**config.mk**
```make
export PLATFORM = sky130hd
export DESIGN_NAME = decode_ctrl_branch_flat
export DESIGN_NICKNAME = d
export VERILOG_FILES = /design/src/rtl/decode_ctrl_branch_pkg.sv /design/src/rtl/decode_ctrl_branch_if.sv /design/src/rtl/decode_ctrl_branch_flag_reg.sv /design/src/rtl/decode_ctrl_branch.sv /design/src/flat_wrapper.sv
export SDC_FILE = /design/constraint.sdc
export NUM_CORES = 1
export LEC_CHECK = 0
export ABC_CLOCK_PERIOD_IN_PS = 1700
export CORE_MARGIN = 1
export CORE_UTILIZATION = 25
export CTS_CLUSTER_SIZE = 10
export DETAILED_ROUTE_END_ITERATION = 8
export PLACE_DENSITY = 0.82
export SLEW_MARGIN = 20
export SYNTH_ARGS = -nofsm -noshare
export SYNTH_HDL_FRONTEND = slang
export SYNTH_HIERARCHICAL = 1
export SYNTH_SLANG_ARGS = --single-unit
```
**constraint.sdc**
```tcl
create_clock -name clk -period 1.7 [get_ports clk]
set_input_delay 0.34 -clock clk [delete_from_list [all_inputs] [get_ports clk]]
set_output_delay 0.34 -clock clk [all_outputs]
set_load 0.01 [all_outputs]
```
**src/rtl/decode_ctrl_branch_pkg.sv**
```systemverilog
// Shared decode definitions for the 16-bit pipeline: opcodes, ALU function and
// branch codes, and the control bundle produced by the decode stage.
package mips_pkg;

    localparam logic [6:0] OP_NOP       = 7'h00;
    localparam logic [6:0] OP_ALU_FIRST = 7'h01;
    localparam logic [6:0] OP_ALU_LAST  = 7'h08;
    localparam logic [6:0] OP_LDM       = 7'h09;
    localparam logic [6:0] OP_IADD      = 7'h0A;
    localparam logic [6:0] OP_LDD       = 7'h10;
    localparam logic [6:0] OP_STD       = 7'h11;
    localparam logic [6:0] OP_PUSH      = 7'h12;
    localparam logic [6:0] OP_POP       = 7'h13;
    localparam logic [6:0] OP_SETC      = 7'h14;
    localparam logic [6:0] OP_JZ        = 7'h20;
    localparam logic [6:0] OP_JN        = 7'h21;
    localparam logic [6:0] OP_JC        = 7'h22;
    localparam logic [6:0] OP_JMP       = 7'h23;

    typedef enum logic [2:0] {
        FN_ADD = 3'b000,
        FN_SUB = 3'b001,
        FN_AND = 3'b010,
        FN_OR  = 3'b011,
        FN_NOT = 3'b100,
        FN_INC = 3'b101,
        FN_DEC = 3'b110,
        FN_MOV = 3'b111
    } func_t;

    typedef enum logic [2:0] {
        BR_NONE = 3'b000,
        BR_Z    = 3'b001,
        BR_N    = 3'b010,
        BR_C    = 3'b011,
        BR_JMP  = 3'b100
    } branch_t;

    typedef struct packed {
        logic    skip_w;
        logic    wr;
        logic    pop;
        logic    push;
        logic    skip_m;
        func_t   func;
        logic    skip_e;
        branch_t branch;
        logic    setc;
        logic    load;
        logic    imm2;
        logic    imm1;
    } ctrl_t;

    // A bubble: nothing written back, no memory access, ALU bypassed.
    localparam ctrl_t CTRL_NOP = '{
        skip_w: 1'b1, wr: 1'b0, pop: 1'b0, push: 1'b0, skip_m: 1'b1,
        func: FN_ADD, skip_e: 1'b1, branch: BR_NONE,
        setc: 1'b0, load: 1'b0, imm2: 1'b0, imm1: 1'b0
    };

endpackage

```
**src/rtl/decode_ctrl_branch_if.sv**
```systemverilog
// EX-stage status seen by the decode/branch block: hazard source and flag/branch inputs.
interface decode_ctrl_branch_if #(
    parameter int RW = 3
);
    logic          ex_valid;
    logic          ex_ld;
    logic [RW-1:0] ex_rdst;
    logic [2:0]    ex_branch;
    logic          ex_setc;
    logic          ex_skip;
    logic [2:0]    ex_znc;

    modport master (
        output ex_valid, ex_ld, ex_rdst, ex_branch, ex_setc, ex_skip, ex_znc
    );

    modport slave (
        input ex_valid, ex_ld, ex_rdst, ex_branch, ex_setc, ex_skip, ex_znc
    );
endinterface

```
**src/rtl/decode_ctrl_branch_flag_reg.sv**
```systemverilog
// Z/N/C flag register. Reset beats SETC, which beats an ALU flag update.
module flag_reg (
    input  logic       clk,
    input  logic       rst,
    input  logic       valid,
    input  logic       setc,
    input  logic       skip,
    input  logic [2:0] znc_in,
    output logic       z,
    output logic       n,
    output logic       c
);
    logic [2:0] flags_reg;

    always_ff @(posedge clk) begin
        if (rst) begin
            flags_reg <= 3'b000;
        end else if (valid && setc) begin
            flags_reg[0] <= 1'b1;
        end else if (valid && !skip) begin
            flags_reg <= znc_in;
        end
    end

    assign z = flags_reg[2];
    assign n = flags_reg[1];
    assign c = flags_reg[0];
endmodule

```
**src/rtl/decode_ctrl_branch.sv**
```systemverilog
// Decode-stage control generation, load-use stall detection and branch resolution
// for the instruction in EX, with the Z/N/C flags held in flag_reg.
module decode_ctrl_branch
    import mips_pkg::*;
#(
    parameter int OPW = 7,
    parameter int RW  = 3
) (
    input  logic                  clk,
    input  logic                  rst,
    input  logic [31:0]           instr_d,
    decode_ctrl_branch_if.slave   ex,
    output logic                  stall_d,
    output logic                  skip_w,
    output logic                  wr,
    output logic                  pop,
    output logic                  push,
    output logic                  skip_m,
    output logic [2:0]            func,
    output logic                  skip_e,
    output logic [2:0]            branch,
    output logic                  setc,
    output logic                  load,
    output logic                  imm2,
    output logic                  imm1,
    output logic                  jump,
    output logic                  z,
    output logic                  n,
    output logic                  c
);
    logic [OPW-1:0] opcode;
    logic [OPW-1:0] op_m1;
    ctrl_t          ctrl;
    logic [1:0]     src_hit;
    logic           take;
    logic           unused_instr;

    assign opcode       = instr_d[OPW-1:0];
    assign unused_instr = ^{instr_d[31:16], instr_d[9:7]};

    always_comb begin
        ctrl  = CTRL_NOP;
        op_m1 = opcode - OPW'(1);
        if (opcode >= OP_ALU_FIRST && opcode <= OP_ALU_LAST) begin
            ctrl.func   = func_t'(op_m1[2:0]);
            ctrl.skip_e = 1'b0;
            ctrl.skip_w = 1'b0;
        end else begin
            case (opcode)
                OP_LDM: begin
                    ctrl.func   = FN_MOV;
                    ctrl.imm1   = 1'b1;
                    ctrl.skip_e = 1'b0;
                    ctrl.skip_w = 1'b0;
                end
                OP_IADD: begin
                    ctrl.func   = FN_ADD;
                    ctrl.imm2   = 1'b1;
                    ctrl.skip_e = 1'b0;
                    ctrl.skip_w = 1'b0;
                end
                OP_LDD: begin
                    ctrl.load   = 1'b1;
                    ctrl.skip_m = 1'b0;
                    ctrl.skip_w = 1'b0;
                end
                OP_STD: begin
                    ctrl.wr     = 1'b1;
                    ctrl.skip_m = 1'b0;
                end
                OP_PUSH: begin
                    ctrl.push   = 1'b1;
                    ctrl.wr     = 1'b1;
                    ctrl.skip_m = 1'b0;
                end
                OP_POP: begin
                    ctrl.pop    = 1'b1;
                    ctrl.load   = 1'b1;
                    ctrl.skip_m = 1'b0;
                    ctrl.skip_w = 1'b0;
                end
                OP_SETC: ctrl.setc   = 1'b1;
                OP_JZ:   ctrl.branch = BR_Z;
                OP_JN:   ctrl.branch = BR_N;
                OP_JC:   ctrl.branch = BR_C;
                OP_JMP:  ctrl.branch = BR_JMP;
                default: ctrl = CTRL_NOP;
            endcase
        end
    end

    assign skip_w = ctrl.skip_w;
    assign wr     = ctrl.wr;
    assign pop    = ctrl.pop;
    assign push   = ctrl.push;
    assign skip_m = ctrl.skip_m;
    assign func   = ctrl.func;
    assign skip_e = ctrl.skip_e;
    assign branch = ctrl.branch;
    assign setc   = ctrl.setc;
    assign load   = ctrl.load;
    assign imm2   = ctrl.imm2;
    assign imm1   = ctrl.imm1;

    // Source fields rsrc1/rsrc2 sit back to back from bit 10; both compared for every opcode.
    generate
        for (genvar gi = 0; gi < 2; gi++) begin : g_src
            assign src_hit[gi] = (ex.ex_rdst == instr_d[10 + gi*RW +: RW]);
        end
    endgenerate

    always_comb begin
        stall_d = ex.ex_valid & ex.ex_ld & (|src_hit);
    end

    flag_reg u_flag_reg (
        .clk    (clk),
        .rst    (rst),
        .valid  (ex.ex_valid),
        .setc   (ex.ex_setc),
        .skip   (ex.ex_skip),
        .znc_in (ex.ex_znc),
        .z      (z),
        .n      (n),
        .c      (c)
    );

    // Branches see only the committed flags, never the EX instruction's own result.
    always_comb begin
        take = 1'b0;
        case (ex.ex_branch)
            BR_Z:    take = z;
            BR_N:    take = n;
            BR_C:    take = c;
            BR_JMP:  take = 1'b1;
            default: take = 1'b0;
        endcase
        jump = ex.ex_valid & take;
    end

endmodule

```
**src/flat_wrapper.sv**
```systemverilog
// flat-port wrapper written by rule: the top's interface ports become plain ports
module decode_ctrl_branch_flat import mips_pkg::*;
#(
    parameter int OPW = 7,
    parameter int RW  = 3
)
  (clk, rst, instr_d, stall_d, skip_w, wr, pop, push, skip_m, func, skip_e, branch, setc, load, imm2, imm1, jump, z, n, c, ex_ex_valid, ex_ex_ld, ex_ex_rdst, ex_ex_branch, ex_ex_setc, ex_ex_skip, ex_ex_znc);
  decode_ctrl_branch_if #(.RW(RW)) ex_i ();
  input  logic clk;
  input  logic rst;
  input  logic [31:0] instr_d;
  output logic stall_d;
  output logic skip_w;
  output logic wr;
  output logic pop;
  output logic push;
  output logic skip_m;
  output logic [2:0] func;
  output logic skip_e;
  output logic [2:0] branch;
  output logic setc;
  output logic load;
  output logic imm2;
  output logic imm1;
  output logic jump;
  output logic z;
  output logic n;
  output logic c;
  input wire logic [$bits(ex_i.ex_valid)-1:0] ex_ex_valid;
  input wire logic [$bits(ex_i.ex_ld)-1:0] ex_ex_ld;
  input wire logic [$bits(ex_i.ex_rdst)-1:0] ex_ex_rdst;
  input wire logic [$bits(ex_i.ex_branch)-1:0] ex_ex_branch;
  input wire logic [$bits(ex_i.ex_setc)-1:0] ex_ex_setc;
  input wire logic [$bits(ex_i.ex_skip)-1:0] ex_ex_skip;
  input wire logic [$bits(ex_i.ex_znc)-1:0] ex_ex_znc;
  assign ex_i.ex_valid = ex_ex_valid;
  assign ex_i.ex_ld = ex_ex_ld;
  assign ex_i.ex_rdst = ex_ex_rdst;
  assign ex_i.ex_branch = ex_ex_branch;
  assign ex_i.ex_setc = ex_ex_setc;
  assign ex_i.ex_skip = ex_ex_skip;
  assign ex_i.ex_znc = ex_ex_znc;
  decode_ctrl_branch #(.OPW(OPW), .RW(RW)) u_core (.clk(clk), .rst(rst), .instr_d(instr_d), .ex(ex_i), .stall_d(stall_d), .skip_w(skip_w), .wr(wr), .pop(pop), .push(push), .skip_m(skip_m), .func(func), .skip_e(skip_e), .branch(branch), .setc(setc), .load(load), .imm2(imm2), .imm1(imm1), .jump(jump), .z(z), .n(n), .c(c));
endmodule
```
==> results.py <==
metrics = {
    "drt": {
        "drt-pass1-iter-count": 4,
        "routed_wl_um": 2450,
        "drt_iter0_drc": 10,
        "vias_per_cell": 4.79,
        "ant_nets": 0,
        "wl_per_cell_um": 13.7,
        "route.detailed.drc": 0,
        "vias": 857,
    },
    "power_and_ir_drop": {
        "p_per_area_mw_per_mm2": 329,
        "ir_drop_mv": 0.377,
        "p_leak_nw": 0.622,
    },
    "setup_path": {
        "reg2reg_slack_ns": 0.91,
        "crit_type": "in2out",
        "crit_fanout": 4,
        "arrival_ns": 1.61,
        "crit_start": "instr_d[4]",
        "required_ns": 1.36,
        "r2r_start": "u_core/u_flag_reg/flags_reg[0]",
        "crit_path_start_kind": "input pin",
        "r2r_end": "u_core/u_flag_reg/flags_reg[0]",
        "cp-end-kind": "output pin",
        "r2r_cells": 2,
    },
    "clocking": {
        "htreeDepth": 1,
        "cts.sinks": 3,
        "root_buffer": "clkbuf_4",
        "cts-buffers-inserted": 3,
        "clk_transition_reported_paths_ns": 0.04,
        "cts_tree": "done",
        "clk_latency_ns": 0.23,
        "clk_path_buf_depth": 2,
        "ctsHoldBuffers": 0,
    },
    "logic_synthesis": {
        "synth_top_area_share_pct": 11.9,
        "synth.avg_cell_area_um2": 7.08,
        "synth_area_leaders": "ha_1 12%, xnor2_1 12%, dfxtp_1 11%",
        "synth_seq_cells": 3,
        "synth.most_common_cell": "nor2_1",
        "synth.top_cells.by_count": "9 x nor2_1, 7 x xnor2_1, 6 x nand2_1",
        "synth-edff-count": 0,
        "ys_types": 26,
        "synth_seq_area_share_pct": 11.5,
        "synth_top_area_cell": "ha_1",
        "postSynthCellCount": 74,
        "ys.flop_type": "dfxtp_1",
        "synth_area_um2": 524,
        "yosysWarnings": 6,
        "synthesis.nets": 126,
        "async_reset_ff_share_pct": 0,
    },
    "job": {
        "drv_cap": 0,
    },
    "floorplanning": {
        "dieArea_mm2": 0.00228,
        "rows": 16,
        "die_w_um": 47.8,
        "fp.dieH_um": 47.8,
        "start_util_pct": 26.7,
        "core_mm2": 0.00196,
        "io_pins": 68,
    },
    "sta": {
        "hold_violations": 0,
        "setup_viol": 7,
        "worst_pin_slew_ns": 0.319,
        "fin_crit_sh_pct": 114,
        "slew_headroom_pct": 78.4,
        "finClkSkew_ns": 0,
        "fmax_ghz": 0.514,
        "fin_crit_ns": 1.95,
        "rsz0062_at_grt": "true",
        "slew_viol_final": 0,
        "setup_ws_ns": -0.246,
    },
    "global_routing": {
        "grt_max_degree": 6,
        "grt-ovfl-total": 0,
        "antenna_found_initial": 0,
        "grt_pass1_vias": 831,
        "grtUsageTotal_pct": 22.7,
        "grt_pass1_wl_um": 3600,
    },
    "cells_and_area": {
        "largest_register_ffs": 3,
        "layout.nets": 205,
        "num-fill-cells": 160,
        "drive_above_1_share_pct": 51.3,
        "fin_util_pct": 69.1,
        "n_antenna_cell": 0,
        "instances_no_fill": 179,
        "area_growth_pct": 159,
    },
    "placement": {
        "pre_cts_ws_ns": -0.984,
        "gp_congestion": 0.850,
        "numPortBuffers": 48,
        "dp_cells": 166,
        "dp_hpwl_um": 1670,
    },
    "outcome": {
        "status": "finished, violations left",
        "violations": "setup timing",
    },
    "min_path": {
        "whs_path_depth": 2,
        "hold_path.class": "reg2reg",
        "hp-start": "u_core/u_flag_reg/flags_reg[1]",
        "whs_endpoint": "u_core/u_flag_reg/flags_reg[1]",
    },
}
## cells in the final DEF (no fill, tap or decap), types with 2 or more instances in the layout
cell type,Yosys,layout
a21o_1,2,2
a21oi_1,3,2
and2_1,4,3
buf_2,0,11
buf_4,0,21
buf_6,0,11
clkbuf_2,0,3
clkbuf_4,0,4
clkdlybuf4s15_2,0,2
clkdlybuf4s50_1,0,15
dfxtp_1,3,3
dlygate4sd2_1,0,4
dlymetal6s2s_1,0,4
ha_4,0,3
inv_2,0,2
mux2i_1,2,2
nand2_1,6,5
nand2b_1,5,5
nand3_1,4,2
nor2_1,9,6
nor2_4,0,2
o21ai_1,3,2
o21ai_2,0,3
xnor2_1,7,7
## logic make-up (layout without fill, tap and decap cells)
| logic type | after synthesis | count (layout) | share of synthesized area (%) |
|---|---|---|---|
| compound gates | 12 | 12 | 13.4 |
| simple gates | 41 | 41 | 44.9 |
| xor+xnor | 7 | 7 | 11.7 |
| fa+ha+maj | 5 | 5 | 11.9 |
| mux | 2 | 2 | 3.82 |
| buf+inv | 4 | 82 | 2.86 |
| flops | 3 | 3 | 11.5 |
## per-stage QoR
step,hold WS (ns),instance area (µm²),power (mW),setup TNS [ns]
3_5_place_dp,0.489,1170,0.282,-14.14
2_1_floorplan,0.418,524,0.143,0
4_1_cts,0.501,1300,0.430,-1.47
5_1_grt,0.524,1360,0.477,-1.73
3_3_place_gp,0.479,1170,0.275,-13.08
6_report,0.507,1360,0.446,-1.34
## critical path: stages
cell and delay [ns]:
buf_8 0.10, or3_4 0.40, a21o_1 0.18, a21o_1 0.20, buf_6 0.14, o21ai_2 0.10
buf_2 0.15
## layer usage
layer	track usage, %	wire, µm	vias up
met1	22.2	867	388
met4	2.78	29	0
met2	46.5	1270	58
li1	-	-	409
met5	0	0	-
met3	7.17	286	2
## area by class of cell
type                    instances  area (µm²)  share of cell area, %
clock buffers                   4        26.3                   1.94
inverters                       4        17.5                   1.29
multi-input cells              67         577                   42.5
flip-flops and latches          3        60.1                   4.43
well taps                      27        33.8                   2.49
repair buffers                 74         642                   47.3
## what timing repair did
action                                  in CTS  in global routing
resized for setup                          118                 32
endpoints found under the hold margin        0                  0
buffers inserted                             9                  0
gates cloned                                 0                  0
endpoints found under the setup margin      18                 17
pin swaps                                   13                 12
## how the worst max path moves through the flow
| stage | cells past startpoint | to | slack (ns) |
|---|---|---|---|
| after global placement | 6 | skip_m | -0.90 |
| after global routing | 7 | func[0] | -0.29 |
| after detailed placement | 8 | func[2] | -0.98 |
| final | 7 | func[0] | -0.25 |
| after floorplan | 4 | func[2] | 0.07 |
| after CTS | 7 | func[1] | -0.22 |
## power breakdown
| part | switching (mW) | leakage (nW) | internal (mW) |
|---|---|---|---|
| Combinational | 0.0990 | 0.582 | 0.145 |
| Sequential | 0.00330 | 0.0246 | 0.0744 |
| Clock | 0.0364 | 0.0150 | 0.0879 |
| Total | 0.139 | 0.622 | 0.307 |
No activity file was read; power rests on OpenSTA's default activity.
